**src/rtl/sample_iter_if.sv**
```systemverilog
// Handshake bundle between the bounding-box stage, the sample iterator and the sample-test stage.
// Optional SAMPLE_ITER_COUNT_EN adds the per-triangle sample counter and done pulse.
interface sample_iter_if #(
  parameter int SIGFIG = 24,
  parameter int VERTS  = 3,
  parameter int AXIS   = 3,
  parameter int COLORS = 3
);
  logic signed   [SIGFIG-1:0] tri_R13S   [VERTS][AXIS];
  logic          [SIGFIG-1:0] color_R13U [COLORS];
  logic signed   [SIGFIG-1:0] box_R13S   [2][2];
  logic                       validTri_R13H;
  logic signed   [SIGFIG-1:0] step_R13S;
  logic                       stall_R14H;
  logic                       halt_RnnnnL;
  logic signed   [SIGFIG-1:0] tri_R14S   [VERTS][AXIS];
  logic          [SIGFIG-1:0] color_R14U [COLORS];
  logic signed   [SIGFIG-1:0] sample_R14S [2];
  logic                       validSamp_R14H;
`ifdef SAMPLE_ITER_COUNT_EN
  logic          [15:0]       count_R14U;
  logic                       done_R14H;
`endif

  modport master (
    output tri_R13S, color_R13U, box_R13S, validTri_R13H, step_R13S, stall_R14H,
    input  halt_RnnnnL, tri_R14S, color_R14U, sample_R14S, validSamp_R14H
`ifdef SAMPLE_ITER_COUNT_EN
    , input count_R14U, done_R14H
`endif
  );

  modport slave (
    input  tri_R13S, color_R13U, box_R13S, validTri_R13H, step_R13S, stall_R14H,
    output halt_RnnnnL, tri_R14S, color_R14U, sample_R14S, validSamp_R14H
`ifdef SAMPLE_ITER_COUNT_EN
    , output count_R14U, done_R14H
`endif
  );
endinterface

```
**src/rtl/sample_iter_ctrl.sv**
```systemverilog
// Walks every sample position of a triangle's bounding box in raster order, one per cycle.
// Define SAMPLE_ITER_COUNT_EN to add count_R14U / done_R14H.
module sample_iter_ctrl #(
  parameter int SIGFIG = 24,
  parameter int RADIX  = 10,
  parameter int VERTS  = 3,
  parameter int AXIS   = 3,
  parameter int COLORS = 3
) (
  input  logic            clk,
  input  logic            rst,
  sample_iter_if.slave    bus
);

  // Positions are compared as raw fixed-point integers, so RADIX only names the format.
  if (RADIX < 0 || RADIX >= SIGFIG) begin : g_radix_out_of_range
  end

  typedef enum logic {WAIT, TEST} state_t;

  state_t                     state;
  logic signed [SIGFIG-1:0]   tri_p1    [VERTS][AXIS];
  logic        [SIGFIG-1:0]   color_p1  [COLORS];
  logic signed [SIGFIG-1:0]   sample_p1 [2];
  logic signed [SIGFIG-1:0]   llx_p1, urx_p1, ury_p1, step_p1;
  logic                       vld_p1;

  logic signed [SIGFIG:0]     nx, ny, urx_ext, ury_ext;
  logic                       x_over, y_over, last, halt, accept, advance;

  function automatic logic [15:0] sat_inc16(input logic [15:0] v);
    return (v == 16'hFFFF) ? v : v + 16'd1;
  endfunction

  // One extra bit keeps x+step / y+step from wrapping near the top of the range.
  always_comb begin
    nx      = {sample_p1[0][SIGFIG-1], sample_p1[0]} + {step_p1[SIGFIG-1], step_p1};
    ny      = {sample_p1[1][SIGFIG-1], sample_p1[1]} + {step_p1[SIGFIG-1], step_p1};
    urx_ext = {urx_p1[SIGFIG-1], urx_p1};
    ury_ext = {ury_p1[SIGFIG-1], ury_p1};
    x_over  = nx > urx_ext;
    y_over  = ny > ury_ext;
    last    = x_over && y_over;
    advance = (state == TEST) && !bus.stall_R14H;
    halt    = (state == WAIT) || (advance && last);
    accept  = bus.validTri_R13H && halt;
  end

  always_ff @(posedge clk) begin
    if (rst) begin
      state     <= WAIT;
      vld_p1    <= 1'b0;
      tri_p1    <= '{default: '0};
      color_p1  <= '{default: '0};
      sample_p1 <= '{default: '0};
      llx_p1    <= '0;
      urx_p1    <= '0;
      ury_p1    <= '0;
      step_p1   <= '0;
    end else if (accept) begin
      state        <= TEST;
      vld_p1       <= 1'b1;
      tri_p1       <= bus.tri_R13S;
      color_p1     <= bus.color_R13U;
      sample_p1[0] <= bus.box_R13S[0][0];
      sample_p1[1] <= bus.box_R13S[0][1];
      llx_p1       <= bus.box_R13S[0][0];
      urx_p1       <= bus.box_R13S[1][0];
      ury_p1       <= bus.box_R13S[1][1];
      step_p1      <= bus.step_R13S;
    end else if (advance) begin
      if (last) begin
        state  <= WAIT;
        vld_p1 <= 1'b0;
      end else if (!x_over) begin
        sample_p1[0] <= nx[SIGFIG-1:0];
      end else begin
        sample_p1[0] <= llx_p1;
        sample_p1[1] <= ny[SIGFIG-1:0];
      end
    end
  end

`ifdef SAMPLE_ITER_COUNT_EN
  logic [15:0] count_p1;
  logic        done_p1;

  always_ff @(posedge clk) begin
    if (rst) begin
      count_p1 <= '0;
      done_p1  <= 1'b0;
    end else begin
      done_p1 <= advance && last;
      if (accept)
        count_p1 <= '0;
      else if (advance)
        count_p1 <= sat_inc16(count_p1);
    end
  end

  assign bus.count_R14U = count_p1;
  assign bus.done_R14H  = done_p1;
`endif

  assign bus.halt_RnnnnL    = halt;
  assign bus.tri_R14S       = tri_p1;
  assign bus.color_R14U     = color_p1;
  assign bus.sample_R14S    = sample_p1;
  assign bus.validSamp_R14H = vld_p1;

endmodule

```
**src/flat_wrapper.sv**
```systemverilog
// flat-port wrapper written by rule: the top's interface ports become plain ports
module sample_iter_ctrl_flat 
#(
  parameter int SIGFIG = 24,
  parameter int RADIX  = 10,
  parameter int VERTS  = 3,
  parameter int AXIS   = 3,
  parameter int COLORS = 3
)
  (clk, rst, bus_tri_R13S, bus_color_R13U, bus_box_R13S, bus_validTri_R13H, bus_step_R13S, bus_stall_R14H, bus_halt_RnnnnL, bus_tri_R14S, bus_color_R14U, bus_sample_R14S, bus_validSamp_R14H);
  sample_iter_if #(.SIGFIG(SIGFIG), .VERTS(VERTS), .AXIS(AXIS), .COLORS(COLORS)) bus_i ();
  input  logic clk;
  input  logic rst;
  input wire logic [$bits(bus_i.tri_R13S)-1:0] bus_tri_R13S;
  input wire logic [$bits(bus_i.color_R13U)-1:0] bus_color_R13U;
  input wire logic [$bits(bus_i.box_R13S)-1:0] bus_box_R13S;
  input wire logic [$bits(bus_i.validTri_R13H)-1:0] bus_validTri_R13H;
  input wire logic [$bits(bus_i.step_R13S)-1:0] bus_step_R13S;
  input wire logic [$bits(bus_i.stall_R14H)-1:0] bus_stall_R14H;
  output wire logic [$bits(bus_i.halt_RnnnnL)-1:0] bus_halt_RnnnnL;
  output wire logic [$bits(bus_i.tri_R14S)-1:0] bus_tri_R14S;
  output wire logic [$bits(bus_i.color_R14U)-1:0] bus_color_R14U;
  output wire logic [$bits(bus_i.sample_R14S)-1:0] bus_sample_R14S;
  output wire logic [$bits(bus_i.validSamp_R14H)-1:0] bus_validSamp_R14H;
  assign bus_i.tri_R13S = {>>{bus_tri_R13S}};
  assign bus_i.color_R13U = {>>{bus_color_R13U}};
  assign bus_i.box_R13S = {>>{bus_box_R13S}};
  assign bus_i.validTri_R13H = bus_validTri_R13H;
  assign bus_i.step_R13S = bus_step_R13S;
  assign bus_i.stall_R14H = bus_stall_R14H;
  assign bus_halt_RnnnnL = bus_i.halt_RnnnnL;
  assign bus_tri_R14S = {>>{bus_i.tri_R14S}};
  assign bus_color_R14U = {>>{bus_i.color_R14U}};
  assign bus_sample_R14S = {>>{bus_i.sample_R14S}};
  assign bus_validSamp_R14H = bus_i.validSamp_R14H;
  sample_iter_ctrl #(.SIGFIG(SIGFIG), .RADIX(RADIX), .VERTS(VERTS), .AXIS(AXIS), .COLORS(COLORS)) u_core (.clk(clk), .rst(rst), .bus(bus_i));
endmodule
```
**config.mk**
```make
export PLATFORM = sky130hd
export DESIGN_NAME = sample_iter_ctrl_flat
export DESIGN_NICKNAME = d
export VERILOG_FILES = /design/src/rtl/sample_iter_if.sv /design/src/rtl/sample_iter_ctrl.sv /design/src/flat_wrapper.sv
export SDC_FILE = /design/constraint.sdc
export NUM_CORES = 1
export LEC_CHECK = 0
export CELL_PAD_IN_SITES_DETAIL_PLACEMENT = 0
export CELL_PAD_IN_SITES_GLOBAL_PLACEMENT = 2
export CORE_AREA = 2 2 293 295
export CTS_BUF_LIST = sky130_fd_sc_hd__clkbuf_4 sky130_fd_sc_hd__clkbuf_8
export CTS_CLUSTER_DIAMETER = 100
export DETAILED_ROUTE_END_ITERATION = 16
export DIE_AREA = 0 0 295 297
export PLACE_DENSITY = 0.78
export SYNTH_ARGS = -nofsm -noshare
export SYNTH_HDL_FRONTEND = slang
export SYNTH_SLANG_ARGS = --single-unit
```
**constraint.sdc**
```tcl
create_clock -name clk -period 5.9 [get_ports clk]
set_input_delay 1.18 -clock clk [delete_from_list [all_inputs] [get_ports clk]]
set_output_delay 1.18 -clock clk [all_outputs]
set_load 0.01 [all_outputs]
```
# After elaboration in Yosys (flattened, before gate mapping)
# Cells that the tools add are included.
# W data, S select, Z words.
# totals
register_bits	433
inputBits	412
out_inout_bits	338
wordCells	45
# classes
n_addsub	2
order_cmp	2
n_eq_ne	1
n_mux	8
bitwise	1
reduce_logical	12
# ops
op	n
$mux W48	3
$add A24 B24 Y25	2
$gt A25 B24 Y1	2
$mux W24	2
$reduce_bool A2 Y1	3
$logic_and A1 B1 Y1	4
$reduce_and A2 Y1	2
$mux W1	3
$reduce_and A3 Y1	1
$ne A2 B2 Y1 const B	1
$logic_not A1 Y1	1
$logic_or A1 B1 Y1	1
$not A1 Y1	1

# Depth between registers and ports, before layout
# logic_depth
word_depth	8
depth_mapped	23
ltp_nobuf	21

# Worst setup path after synthesis
# Ideal clock, no wire load.
# synth_timing
path_type	register to output
from	register u_core.sample_p1, in the netlist u_core.bus.sample_R14S[24]
to	output port bus_halt_RnnnnL
arrival_ns	3.787
t_required_ns	4.720
setup_slack_ns	0.933
path_stages_with_launch	17
n_path_buf	0
path_cell_list	dfxtp_1 ha_1 fa_1 a211oi_1 o21ai_0 a31oi_1 o31ai_1 a21boi_0 o21ai_0 xnor2_1 ha_1 nand4_1 nor2_1 a2111oi_2 nand4_1 a41o_1 nor2b_4
# synth_between
elab_chain_cells	5
# synth_rtl
element	line	text
start: declaration	sample_iter_ctrl.sv:24	logic signed [SIGFIG-1:0] sample_p1 [2];
$add A24 B24 Y25	sample_iter_ctrl.sv:37	nx = {sample_p1[0][SIGFIG-1], sample_p1[0]} + {step_p1[SIGFIG-1], step_p1};
$gt A25 B24 Y1	sample_iter_ctrl.sv:41	x_over = nx > urx_ext;
$logic_and A1 B1 Y1	sample_iter_ctrl.sv:43	last = x_over && y_over;
$logic_and A1 B1 Y1	sample_iter_ctrl.sv:45	halt = (state == WAIT) || (advance && last);
$logic_or A1 B1 Y1	sample_iter_ctrl.sv:45	
end: declaration	flat_wrapper.sv:20	output wire logic [$bits(bus_i.halt_RnnnnL)-1:0] bus_halt_RnnnnL;
# Every way passes these cells.

# Final worst setup path
# layout_timing
from	register u_core.step_p1[0]
to	output port bus_halt_RnnnnL
# layout_between
elab_chain_cells	5
elab_cells_between_ends	7
classes_between	add/sub (2); order compare (2); reduce/logical (3)
# layout_rtl
element	line	text
start: declaration	sample_iter_ctrl.sv:25	logic signed [SIGFIG-1:0] llx_p1, urx_p1, ury_p1, step_p1;
start signal: assignment	sample_iter_ctrl.sv:70	step_p1 <= bus.step_R13S;
$add A24 B24 Y25 (on tied branches)	sample_iter_ctrl.sv:37, sample_iter_ctrl.sv:38	
$gt A25 B24 Y1 (on tied branches)	sample_iter_ctrl.sv:41, sample_iter_ctrl.sv:42	
$logic_and A1 B1 Y1 *	sample_iter_ctrl.sv:43	
$logic_and A1 B1 Y1 *	sample_iter_ctrl.sv:45	
$logic_or A1 B1 Y1 *	sample_iter_ctrl.sv:45	
# Mark *: on every way between the ends. The rest lies on a longest branch, timed or not.

==> impl_metrics.tcl <==
set metrics [dict create \
    status "complete, no violations" \
    ys_seq_elements 433 \
    skew_ns 0.0346 \
    endpoint_kind "primary output" \
    criticalPathCategory "reg -> out" \
    clock_latency_ns 0.69 \
    grt_pass1_wl_mm 128 \
    fin_crit_sh 0.979 \
    grt_max_degree 164 \
    synth_cell_types 67 \
    rr_startpoint "u_core.step_p1[0]" \
    drive_above_1_share 0.0784 \
    yosysTopAreaCellShare 0.459 \
    fmax_ghz 0.173 \
    internal_power_mw 11.0 \
    setup_violations 0 \
    finalCriticalPeriod_ns 5.78 \
    fin_area_um2 29700 \
    yosysSeqAreaShare 0.459 \
    place_hpwl_mm 66.9 \
    overflow 0 \
    required_ns 4.72 \
    die_x_um 295 \
    worst-path-max-fanout 3 \
    avgSynthCellArea_um2 7.89 \
    via_per_inst 4.45 \
    htree_levels 3 \
    drtIter0Drc 1197 \
    holdPathStages 2 \
    io_pins 750 \
    syn_inst 2396 \
    rsz0062_at_grt "yes" \
    ant_nets 0 \
    globalplace.congestion 0.872 \
    power_density_nw_per_um2 669 \
    hold_end "u_core.bus.color_R14U[31]" \
    start_util 0.224 \
    power_frac_seq 0.256 \
    numCtsBuffers 87 \
    wl_per_cell_um 20.2 \
    clkTransAtPathRegs_ns 0.06 \
    hold_violations 0 \
    p_sw_mw 8.90 \
    vias 19300 \
    r2r-end "u_core.bus.tri_R14S[68]" \
    synth_common_cells "nand2_1 (803), a21oi_1 (439), dfxtp_1 (433)" \
    whs_ns 0.451 \
    io_buffers 749 \
    grt_pass1_vias 19400 \
    async_flop_share 0 \
    die_h_um 297 \
    core_um2 84500 \
    drc 0 \
    max-cap-violations 0 \
    syn_nets 2908 \
    leakage_nw 11.2 \
    placed_area_um2 27700 \
    swShare 0.448 \
    root_buffer "clkbuf_8" \
    drt-pass1-iter-count 5 \
    min_from "u_core.bus.color_R14U[31]" \
    syn_area_um2 18900 \
    synth-edff-count 0 \
    num_rows 107 \
    nNetsFinal 3648 \
    ys_warn_count 0 \
    synth_top_cell_by_area "dfxtp_1" \
    track_usage 0.197 \
    r2r_slack_ns 0.66 \
    tightestPinTransition_ns 0.939 \
    cts_tree "done" \
    ir_drop_uv 493 \
    clkSinkCount 433 \
    dieArea_um2 87600 \
    cp_data_arrival_time_ns 4.60 \
    antenna_found_initial 30 \
    clk_path_buf_depth 3 \
    yosysMostFrequentCell "nand2_1" \
    pwr-share-clk 0.158 \
    comb_power_share 0.586 \
    synthFlopType "dfxtp_1" \
    slew-limit-headroom 0.374 \
    cp-start-kind "flip-flop" \
    worst_slack_ns 0.121 \
    hold_path.class "reg -> reg" \
    worst_r2r_path_depth 23 \
    pre_cts_ws_ns 0.146 \
    routed_wl_mm 87.9 \
    syn2layout_area_growth_pct 57.0 \
    maxSlewViolCount 0 \
    synth.area.top_cells "dfxtp_1 (46%), nand2_1 (16%), a21oi_1 (12%)" \
]
metal layers:
metal / share of wire / routed length, um / track usage / up-vias
met5: 0.0016 / 143 / 0 / -
met1: 0.40 / 35000 / 0.226 / 8946
li1: - / - / - / 9570
met3: 0.073 / 6380 / 0.0632 / 194
met2: 0.48 / 42200 / 0.330 / 586
met4: 0.046 / 4060 / 0.0916 / 22
sequential cells by signal (all words and copies together), names as in the netlist:
register and cells:
u_core.step_p1 24, u_core.urx_p1 24, u_core.bus.sample_R14S 48, u_core.llx_p1 24, u_core.bus.validSamp_R14H 1, u_core.bus.color_R14U 72
u_core.ury_p1 24, u_core.bus.tri_R14S 216
layout by cell type (no fill, tap or decap), drive strengths merged, types with 7 or more instances in the layout:
master         instances
nand2                804
clkdlybuf4s50        747
a21oi                439
dfxtp                433
clkbuf               129
ha                    98
inv                   70
nor2                  57
buf                   55
o21ai                 48
nand3                 28
xnor2                 27
o21a                  22
mux2i                 22
a211oi                18
a21o                  16
nand4                 15
a222oi                14
nor3                  11
xor2                  11
a31oi                 10
diode                  9
and3                   7
o21bai                 7
o22ai                  7
worst max-delay path, cell delays in order (launching register included):
cell and delay, ns:
dfxtp_2 0.35, ha_2 0.19, fa_2 0.36, a211oi_2 0.26, o21ai_1 0.13, a31oi_2 0.33, o21bai_1 0.16, a31oi_1 0.18
xnor2_1 0.17, ha_1 0.29, a211oi_2 0.21, o21bai_2 0.12, a2111oi_2 0.37, nand4_1 0.20, a41o_1 0.31, nor2b_4 0.14
buf_6 0.14
cells by family (layout without fill, tap and decap cells):
kind of cell	Yosys count	after routing	synth area share
compound gates	627	627	0.189
xor+xnor	38	38	0.0176
fa+ha+maj	100	100	0.0670
buf+inv	217	1009	0.0512
flops	433	433	0.459
mux	25	25	0.0134
other cells	0	9	0
simple gates	956	956	0.203
area by class of cell:
cell class / instances / area, um^2
Antenna cell: 9 / 22.5
Clock buffer: 129 / 1590
Clock inverter: 12 / 110
Fill cell: 8937 / 54800
Inverter: 66 / 248
Multi-Input combinational cell: 1746 / 9460
Sequential cell: 433 / 8670
Tap cell: 1144 / 1430
Timing Repair Buffer: 802 / 8140
power by group through the flow:
stage	sequential, mW	clock, mW	combinational, mW
finish	5.07	3.14	11.6
global route	5.24	3.38	12.8
CTS	5.07	3.26	11.7
detailed placement	5.11	0	11.6
global placement	5.08	0	11.6
floorplan	5.33	0	6.05
repair_timing:
action	in CTS	in global routing
buffers inserted	9	3
pin swaps	13	13
endpoints found under the setup margin	1	1
hold buffers	0	0
gates resized for setup	27	20
how the worst max path moves through the flow:
stage | start | to | slack, ns | cells past startpoint
final | u_core.step_p1[0] | bus_halt_RnnnnL | 0.12 | 16
after global routing | u_core.bus.sample_R14S[28] | bus_halt_RnnnnL | -0.19 | 17
after CTS | u_core.step_p1[6] | bus_halt_RnnnnL | 0.003 | 17
after detailed placement | u_core.step_p1[0] | bus_halt_RnnnnL | 0.15 | 17
after global placement | u_core.step_p1[0] | bus_halt_RnnnnL | 0.27 | 17
after floorplan | u_core.bus.sample_R14S[24] | bus_halt_RnnnnL | 0.93 | 16
through the flow:
stage | cells | power [mW] | util | TNS [ns]
after floorplan | 2396 | 11.4 | - | 0
after global placement | 4179 | 16.7 | 0.328 | 0
after detailed placement | 4179 | 16.7 | 0.328 | 0
after CTS | 4329 | 20.1 | 0.350 | 0
after global routing | 4340 | 21.5 | 0.351 | -0.186
final | 4341 | 19.9 | 0.351 | 0
(Power assumes the default switching activity.)
